<file path="config.mk">
export PLATFORM = sky130hd
export DESIGN_NAME = instr_loader
export DESIGN_NICKNAME = d
export VERILOG_FILES = /design/src/rtl/instr_loader_pkg.sv /design/src/rtl/instr_loader_fifo.sv /design/src/rtl/instr_loader.sv
export SDC_FILE = /design/constraint.sdc
export NUM_CORES = 1
export LEC_CHECK = 0
export ABC_AREA = 0
export ABC_CLOCK_PERIOD_IN_PS = 3000
export CORE_ASPECT_RATIO = 0.5
export CORE_UTILIZATION = 35
export CTS_BUF_LIST = sky130_fd_sc_hd__clkbuf_8
export DETAILED_ROUTE_END_ITERATION = 6
export HOLD_SLACK_MARGIN = 0.1
export PLACE_DENSITY = 0.66
export SLEW_MARGIN = 20
export SYNTH_ARGS = -nofsm -noshare
export SYNTH_HDL_FRONTEND = slang
export SYNTH_SLANG_ARGS = --single-unit
</file>
<file path="constraint.sdc">
create_clock -name Clk -period 3 [get_ports Clk]
set_clock_uncertainty 0.05 [all_clocks]
set_input_delay 0.3 -clock Clk [delete_from_list [all_inputs] [get_ports Clk]]
set_output_delay 0.3 -clock Clk [all_outputs]
set_load 0.005 [all_outputs]
</file>
<file path="src/rtl/instr_loader_pkg.sv">
// Shared definitions for the instruction loader: opcode mnemonics, the set of
// I-format opcodes, the loader state encoding and the machine word width.
package instr_loader_pkg;

   localparam int kInstrW = 9;

   typedef enum logic [2:0] {
      kLSW = 3'd0,
      kADD = 3'd1,
      kSUB = 3'd2,
      kAND = 3'd3,
      kXOR = 3'd4,
      kBNE = 3'd5,
      kLDI = 3'd6,
      kJMP = 3'd7
   } op_mne;

   // One bit per opcode value; a set bit marks an I-format (op + 6-bit imm) op.
   localparam logic [7:0] kIFmtOps = 8'b1100_0010;   // kADD, kLDI, kJMP

   typedef enum logic [2:0] {
      IDLE  = 3'd0,
      LOAD  = 3'd1,
      DRAIN = 3'd2,
      DONE  = 3'd3,
      ERR   = 3'd4
   } ld_state;

   // True when the opcode carries an immediate instead of two register fields.
   function automatic logic is_ifmt(input op_mne op);
      return kIFmtOps[op];
   endfunction

endpackage

</file>
<file path="src/rtl/instr_loader_fifo.sv">
// Small synchronous FIFO buffering encoded words between the field input and
// the instruction-memory write port. Push is ignored when full, pop when empty;
// flush empties the queue in one cycle and wins over push/pop.
module sync_fifo
   import instr_loader_pkg::*;
#(
   parameter int WIDTH = kInstrW,
   parameter int DEPTH = 4
)(
   input  logic                       clk,
   input  logic                       rst,
   input  logic                       flush,
   input  logic                       push,
   input  logic                       pop,
   input  logic [WIDTH-1:0]           din,
   output logic [WIDTH-1:0]           head,
   output logic                       full,
   output logic                       empty,
   output logic [$clog2(DEPTH):0]     level
);

   localparam int PW = $clog2(DEPTH);
   localparam logic [PW:0] LVL_FULL = (PW+1)'(DEPTH);

   logic [WIDTH-1:0] mem_r [DEPTH];
   logic [PW-1:0]    wr_ptr_r;
   logic [PW-1:0]    rd_ptr_r;
   logic [PW:0]      level_r;
   logic             do_push_s;
   logic             do_pop_s;

   // Qualify requests against the current occupancy.
   always_comb begin
      do_push_s = push && (level_r != LVL_FULL);
      do_pop_s  = pop && (level_r != {(PW+1){1'b0}});
   end

   // Storage write; contents need no reset because head is only used when non-empty.
   always_ff @(posedge clk) begin
      if (do_push_s) begin
         mem_r[wr_ptr_r] <= din;
      end
   end

   // Pointer and occupancy bookkeeping.
   always_ff @(posedge clk or posedge rst) begin
      if (rst) begin
         wr_ptr_r <= {PW{1'b0}};
         rd_ptr_r <= {PW{1'b0}};
         level_r  <= {(PW+1){1'b0}};
      end else if (flush) begin
         wr_ptr_r <= {PW{1'b0}};
         rd_ptr_r <= {PW{1'b0}};
         level_r  <= {(PW+1){1'b0}};
      end else begin
         if (do_push_s) begin
            wr_ptr_r <= wr_ptr_r + PW'(1);
         end
         if (do_pop_s) begin
            rd_ptr_r <= rd_ptr_r + PW'(1);
         end
         case ({do_push_s, do_pop_s})
            2'b10:   level_r <= level_r + (PW+1)'(1);
            2'b01:   level_r <= level_r - (PW+1)'(1);
            default: level_r <= level_r;
         endcase
      end
   end

   // Status and head view.
   always_comb begin
      head  = mem_r[rd_ptr_r];
      full  = (level_r == LVL_FULL);
      empty = (level_r == {(PW+1){1'b0}});
      level = level_r;
   end

endmodule

</file>
<file path="src/rtl/instr_loader.sv">
// Instruction loader: encodes symbolic instruction fields into 9-bit machine
// words, buffers them, and writes them to consecutive instruction-memory
// addresses. A write at the top address with more words still to come is an
// overflow: the write completes, the rest of the program is discarded and the
// sticky Error flag is raised instead of wrapping the address.
module instr_loader #(
   parameter int DEPTH = 4,
   parameter int AW    = 8
)(
   input  logic          Clk,
   input  logic          Reset,
   input  logic          Start,
   input  logic [AW-1:0] StartAddr,
   input  logic          InValid,
   output logic          InReady,
   input  logic [2:0]    InOp,
   input  logic [2:0]    InA,
   input  logic [2:0]    InB,
   input  logic [5:0]    InImm,
   input  logic          InLast,
   output logic          MemWrEn,
   output logic [AW-1:0] MemAddr,
   output logic [8:0]    MemData,
   input  logic          MemReady,
   output logic          Busy,
   output logic          Done,
   output logic [AW-1:0] Count,
   output logic          Error
);

   import instr_loader_pkg::*;

   localparam int              LW       = $clog2(DEPTH) + 1;
   localparam logic [AW-1:0]   ADDR_MAX = {AW{1'b1}};

   ld_state              state_r;
   ld_state              state_nxt_s;
   logic [AW-1:0]        addr_r;
   logic [AW-1:0]        count_r;
   logic                 error_r;

   op_mne                op_s;
   logic [kInstrW-1:0]   enc_word_s;
   logic                 in_ready_s;
   logic                 push_s;
   logic                 wr_en_s;
   logic                 wr_s;
   logic                 ovf_s;
   logic                 flush_s;
   logic [kInstrW-1:0]   head_s;
   logic                 full_s;
   logic                 empty_s;
   logic [LW-1:0]        level_s;

   // Field encoder: I-format ops carry the immediate, all others two register fields.
   always_comb begin
      op_s = op_mne'(InOp);
      if (is_ifmt(op_s)) begin
         enc_word_s = {InOp, InImm};
      end else begin
         enc_word_s = {InOp, InA, InB};
      end
   end

   // Handshakes on both sides plus overflow detection on the write side.
   always_comb begin
      in_ready_s = (state_r == LOAD) && !full_s;
      push_s     = InValid && in_ready_s;
      wr_en_s    = ((state_r == LOAD) || (state_r == DRAIN)) && !empty_s;
      wr_s       = wr_en_s && MemReady;
      // More words remain if input is still open or the FIFO keeps something after this pop.
      ovf_s      = wr_s && (addr_r == ADDR_MAX) &&
                   ((state_r == LOAD) || (level_s > LW'(1)));
      flush_s    = (state_r == ERR);
   end

   sync_fifo #(
      .WIDTH (kInstrW),
      .DEPTH (DEPTH)
   ) u_fifo (
      .clk   (Clk),
      .rst   (Reset),
      .flush (flush_s),
      .push  (push_s),
      .pop   (wr_s),
      .din   (enc_word_s),
      .head  (head_s),
      .full  (full_s),
      .empty (empty_s),
      .level (level_s)
   );

   // FSM state register.
   always_ff @(posedge Clk or posedge Reset) begin
      if (Reset) begin
         state_r <= IDLE;
      end else begin
         state_r <= state_nxt_s;
      end
   end

   // FSM next-state logic; DRAIN finishes on the edge that retires the last word.
   always_comb begin
      state_nxt_s = state_r;
      case (state_r)
         IDLE: begin
            if (Start) begin
               state_nxt_s = LOAD;
            end else begin
               state_nxt_s = IDLE;
            end
         end
         LOAD: begin
            if (ovf_s) begin
               state_nxt_s = ERR;
            end else if (push_s && InLast) begin
               state_nxt_s = DRAIN;
            end else begin
               state_nxt_s = LOAD;
            end
         end
         DRAIN: begin
            if (ovf_s) begin
               state_nxt_s = ERR;
            end else if (empty_s || (wr_s && (level_s == LW'(1)))) begin
               state_nxt_s = DONE;
            end else begin
               state_nxt_s = DRAIN;
            end
         end
         DONE:    state_nxt_s = IDLE;
         ERR:     state_nxt_s = IDLE;
         default: state_nxt_s = IDLE;
      endcase
   end

   // Address, word count and sticky error; the address saturates instead of wrapping.
   always_ff @(posedge Clk or posedge Reset) begin
      if (Reset) begin
         addr_r  <= {AW{1'b0}};
         count_r <= {AW{1'b0}};
         error_r <= 1'b0;
      end else if ((state_r == IDLE) && Start) begin
         addr_r  <= StartAddr;
         count_r <= {AW{1'b0}};
         error_r <= 1'b0;
      end else begin
         if (wr_s) begin
            count_r <= count_r + AW'(1);
            if (addr_r != ADDR_MAX) begin
               addr_r <= addr_r + AW'(1);
            end
         end
         if (state_nxt_s == ERR) begin
            error_r <= 1'b1;
         end
      end
   end

   // FSM outputs, all derived from registered state.
   always_comb begin
      InReady = in_ready_s;
      MemWrEn = wr_en_s;
      MemAddr = addr_r;
      Busy    = (state_r != IDLE);
      Done    = (state_r == DONE);
      Count   = count_r;
      Error   = error_r;
      if (wr_en_s) begin
         MemData = head_s;
      end else begin
         MemData = {kInstrW{1'b0}};
      end
   end

endmodule

</file>
==> out/qor_table.md <==
| Result | Reported | Unit |
|:---|:---|:---|
| Core ar. | 0.00886 | sq mm |
| Sequential cell area fraction in the yosys report | 0.541 | - |
| Overall routed net length | 6790 | um |
| Drt wl/cell | 15.4 | um |
| Via count of the first global-routing pass | 2401 | - |
| Distinct cell type count after synthesis | 52 | - |
| Pin count of the biggest net entering global routing | 28 | - |
| Routability congestion estimate from global placement | 0.833 | - |
| Vias post-DR | 2253 | - |
| Total nets after synthesis | 297 | - |
| Number of buffers on the longest clock path | 2 | - |
| Initial antenna violation count | 0 | - |
| Area of the die | 0.00969 | sq mm |
| Number of synthesized flops with an enable pin | 36 | - |
| Synthesized instance count | 258 | - |
| Relative max-transition margin | 0.596 | - |
| Violated checks | design-rule violations | - |
| Wire length of the first global-routing pass | 11300 | um |
| N_diodes | 0 | - |
| CP Launch Point | u_fifo.level[0] | - |
| GRT met3 Usage | 0.0446 | - |
| Minimum clock period after layout | 2830 | ps |
| Starting density of the core | 0.367 | - |
| Synth warnings | 0 | - |
| Grt met2 use | 0.272 | - |
| Worst skew pair latency | 340 | ps |
| Core Util, Final | 0.463 | - |
| Number of routed nets with antenna violations | 0 | - |
| Instance area after placement | 0.00392 | sq mm |
| Total routing resource utilization after global routing | 0.153 | - |
| Nets | 357 | - |
| Final number of setup-violating endpoints | 0 | - |
| CTS tree | built | - |
| Number of clock sinks seen by CTS | 63 | - |
| Total power after layout | 0.00374 | W |
| Cell Rows | 24 | - |
| Data arrival time of the worst path | 2480 | ps |
| Final period utilization | 0.945 | - |
| Layer carrying the most global-route usage | met2 | - |
| CP Capture Type | output port | - |
| Die extent in y | 70.1 | um |
| Actual slew at the worst max-slew pin | 604 | ps |
| Number of buffers inserted to repair setup after CTS | 0 | - |
| 1st-iter DRT viols | 118 | - |
| Number of max-cap violations | 0 | - |
| Status | finished, violations left | - |
| Number of detailed-route iterations in the first pass | 6 | - |
| Final count of hold timing violations | 0 | - |
| Required time at the endpoint of the critical path | 2650 | ps |
| Unrepaired setup endpoints after global routing | no | - |
| Share of final-layout standard cells stronger than drive strength 1 | 0.161 | - |
| Min-Delay Path Class | primary input to asynchronous set/reset pin | - |
| Global-route track usage on met1 | 0.179 | - |
| Mean instance size in the synthesized netlist | 12.6 | sq um |
| Number of buffers added on ports | 58 | - |
| CTS Buf Count | 9 | - |
| X dimension of the die | 138 | um |
| Critical path type | flop to output port | - |
| Total Neg Setup Slack | 0 | ps |
| Layout overhead on the synthesized area | 26.2 | % |
| Predominant post-synthesis flop cell | sky130_fd_sc_hd__edfxtp_1 | - |
| Max-slew violation count | 0 | - |
| Total area of multi-input combinational cells | 0.00137 | sq mm |
| IO Pins | 59 | - |
| Cell Pwr Density | 913 | mW/mm^2 |
| Area of all placed cells without fillers | 0.00410 | sq mm |
| Leftover overflow at the end of global routing | 0 | - |
| Worst Path Max Fanout | 10 | - |
| Post-synthesis sequential element count | 63 | - |
| Number of H-tree branching levels | 3 | - |
| Ys async rst share | 0.429 | - |
| Post-cts hold buffer count | 0 | - |
| Leakage power | 1.51 | nW |
| HPWL after detailed placement | 4770 | um |
| Vias/cell | 5.12 | - |
| Fillcell total | 809 | - |
| Root Driver | sky130_fd_sc_hd__clkbuf_8 | - |
| Largest vdd supply drop | 0.000328 | V |
| Cell area after synthesis | 0.00325 | sq mm |
| Clock-pin slew on the worst setup and hold paths | 70 | ps |
| Remaining routing DRC violations | 6 | - |
| Critical register-to-register path startpoint | u_fifo.level[0] | - |
| Kind of start point of the critical path | flop | - |
| CTS-repair resized insts | 1 | - |
| FF+latch area | 0.00176 | sq mm |
| Maximum frequency from static timing analysis | 0.353 | GHz |
## cells by family after synthesis
group | share of synthesized area
buf+inv | 0.0385
compound gates | 0.0751
fa+ha+maj | 0.0420
mux | 0.0959
xor+xnor | 0.0208
flops | 0.541
simple gates | 0.187
## final cells by class
cell class | count | share of cell area
clock buffers | 9 | 0.0302
clock inverters | 7 | 0.0119
inverters | 13 | 0.0119
multi-input cells | 170 | 0.335
flip-flops and latches | 63 | 0.429
well taps | 117 | 0.0357
repair buffers | 61 | 0.147
## placed cells by master, fill, tap and decap left out, types with 5 or more instances in the layout
master / count
sky130_fd_sc_hd__dfrtp_1: 27
sky130_fd_sc_hd__o31ai_1: 5
sky130_fd_sc_hd__mux4_2: 9
sky130_fd_sc_hd__nand2_1: 16
sky130_fd_sc_hd__nand4_1: 8
sky130_fd_sc_hd__nor2_1: 17
sky130_fd_sc_hd__ha_1: 10
sky130_fd_sc_hd__clkdlybuf4s50_1: 58
sky130_fd_sc_hd__nor2b_1: 10
sky130_fd_sc_hd__clkbuf_8: 9
sky130_fd_sc_hd__inv_1: 13
sky130_fd_sc_hd__mux2_2: 7
sky130_fd_sc_hd__and2_1: 7
sky130_fd_sc_hd__nor3_1: 8
sky130_fd_sc_hd__edfxtp_1: 36
sky130_fd_sc_hd__a21oi_1: 9
## metal layers
| metal | up-vias | part of all wire |
|---|---|---|
| met5 | - | 0 |
| met4 | 0 | 0.012 |
| met3 | 10 | 0.044 |
| met2 | 38 | 0.50 |
| met1 | 1123 | 0.44 |
| li1 | 1082 | - |
## path summary, 6_finish.rpt
| kind | slack, ps | cells past startpoint | to |
|---|---|---|---|
| max | 170 | 6 | MemData[6] |
| min | 280 | 3 | Error |
| max reg2reg | 730 | 5 | u_fifo.mem_r[0][1] |
| min reg2reg | 450 | 1 | Error |
| max in group asynchronous | 2340 | 3 | u_fifo.rd_ptr_r[0] |
| min in group Clk | 450 | 1 | Error |
## registers in the layout, indices dropped and copies added, names as in the netlist
register / cells
Count: 8
Error: 1
MemAddr: 8
state_r: 3
u_fifo.level: 3
u_fifo.mem_r: 36
u_fifo.rd_ptr_r: 2
u_fifo.wr_ptr_r: 2
## synth_stat cells (2+ instances only)
cell                       instances  area share
sky130_fd_sc_hd__o211ai_1          2      0.0046
sky130_fd_sc_hd__nand4_1           8       0.015
sky130_fd_sc_hd__nor3_1            8       0.012
sky130_fd_sc_hd__mux2i_1           3      0.0092
sky130_fd_sc_hd__or4_1             3      0.0069
sky130_fd_sc_hd__nor3b_2           2      0.0077
sky130_fd_sc_hd__clkbuf_1          4      0.0046
sky130_fd_sc_hd__and2_1            7       0.013
sky130_fd_sc_hd__ha_1             10       0.039
sky130_fd_sc_hd__nand3_2           2      0.0062
sky130_fd_sc_hd__edfxtp_1         36        0.33
sky130_fd_sc_hd__mux2_2            7       0.024
sky130_fd_sc_hd__o31ai_1           5       0.012
sky130_fd_sc_hd__buf_6             3       0.010
sky130_fd_sc_hd__nor2_1           17       0.020
sky130_fd_sc_hd__mux4_2            9       0.062
sky130_fd_sc_hd__nand2_1          16       0.018
sky130_fd_sc_hd__o21ai_0           4      0.0062
sky130_fd_sc_hd__dfrtp_1          27        0.21
sky130_fd_sc_hd__and4_1            3      0.0081
sky130_fd_sc_hd__nand2b_1          4      0.0077
sky130_fd_sc_hd__a31oi_1           3      0.0058
sky130_fd_sc_hd__nand3_1           4      0.0062
sky130_fd_sc_hd__nor2b_1          10       0.019
sky130_fd_sc_hd__nor3b_1           2      0.0046
sky130_fd_sc_hd__inv_1            13       0.015
sky130_fd_sc_hd__a221oi_2          2      0.0092
sky130_fd_sc_hd__a21oi_1           9       0.014
sky130_fd_sc_hd__a211oi_1          3      0.0069
sky130_fd_sc_hd__xnor2_1           3      0.0081
sky130_fd_sc_hd__nor3_4            2       0.010
sky130_fd_sc_hd__buf_2             3      0.0046
sky130_fd_sc_hd__nor4_1            2      0.0039
sky130_fd_sc_hd__or3_1             4      0.0077
## power breakdown
| group | internal, W | switching [W] |
|---|---|---|
| sequential | 0.00112 | 0.000276 |
| combinational | 0.000928 | 0.000760 |
| clock | 0.000300 | 0.000352 |
| total | 0.00235 | 0.00139 |
## critical path, stage by stage (launching register included)
cell	delay, ps
sky130_fd_sc_hd__dfrtp_1	410
sky130_fd_sc_hd__inv_1	110
sky130_fd_sc_hd__ha_1	270
sky130_fd_sc_hd__and2b_1	260
sky130_fd_sc_hd__or3_4	440
sky130_fd_sc_hd__nor2b_1	140
sky130_fd_sc_hd__clkdlybuf4s50_1	510
## metrics by stage
step / hold WS, ps / setup WS, ps / instances
floorplan: 303 / 1080 / 258
global placement: 428 / 415 / 424
detailed placement: 429 / 322 / 424
CTS: 291 / 139 / 440
global route: 346 / 17.0 / 440
finish: 284 / 166 / 440
No activity file was read; power rests on OpenSTA's default activity.
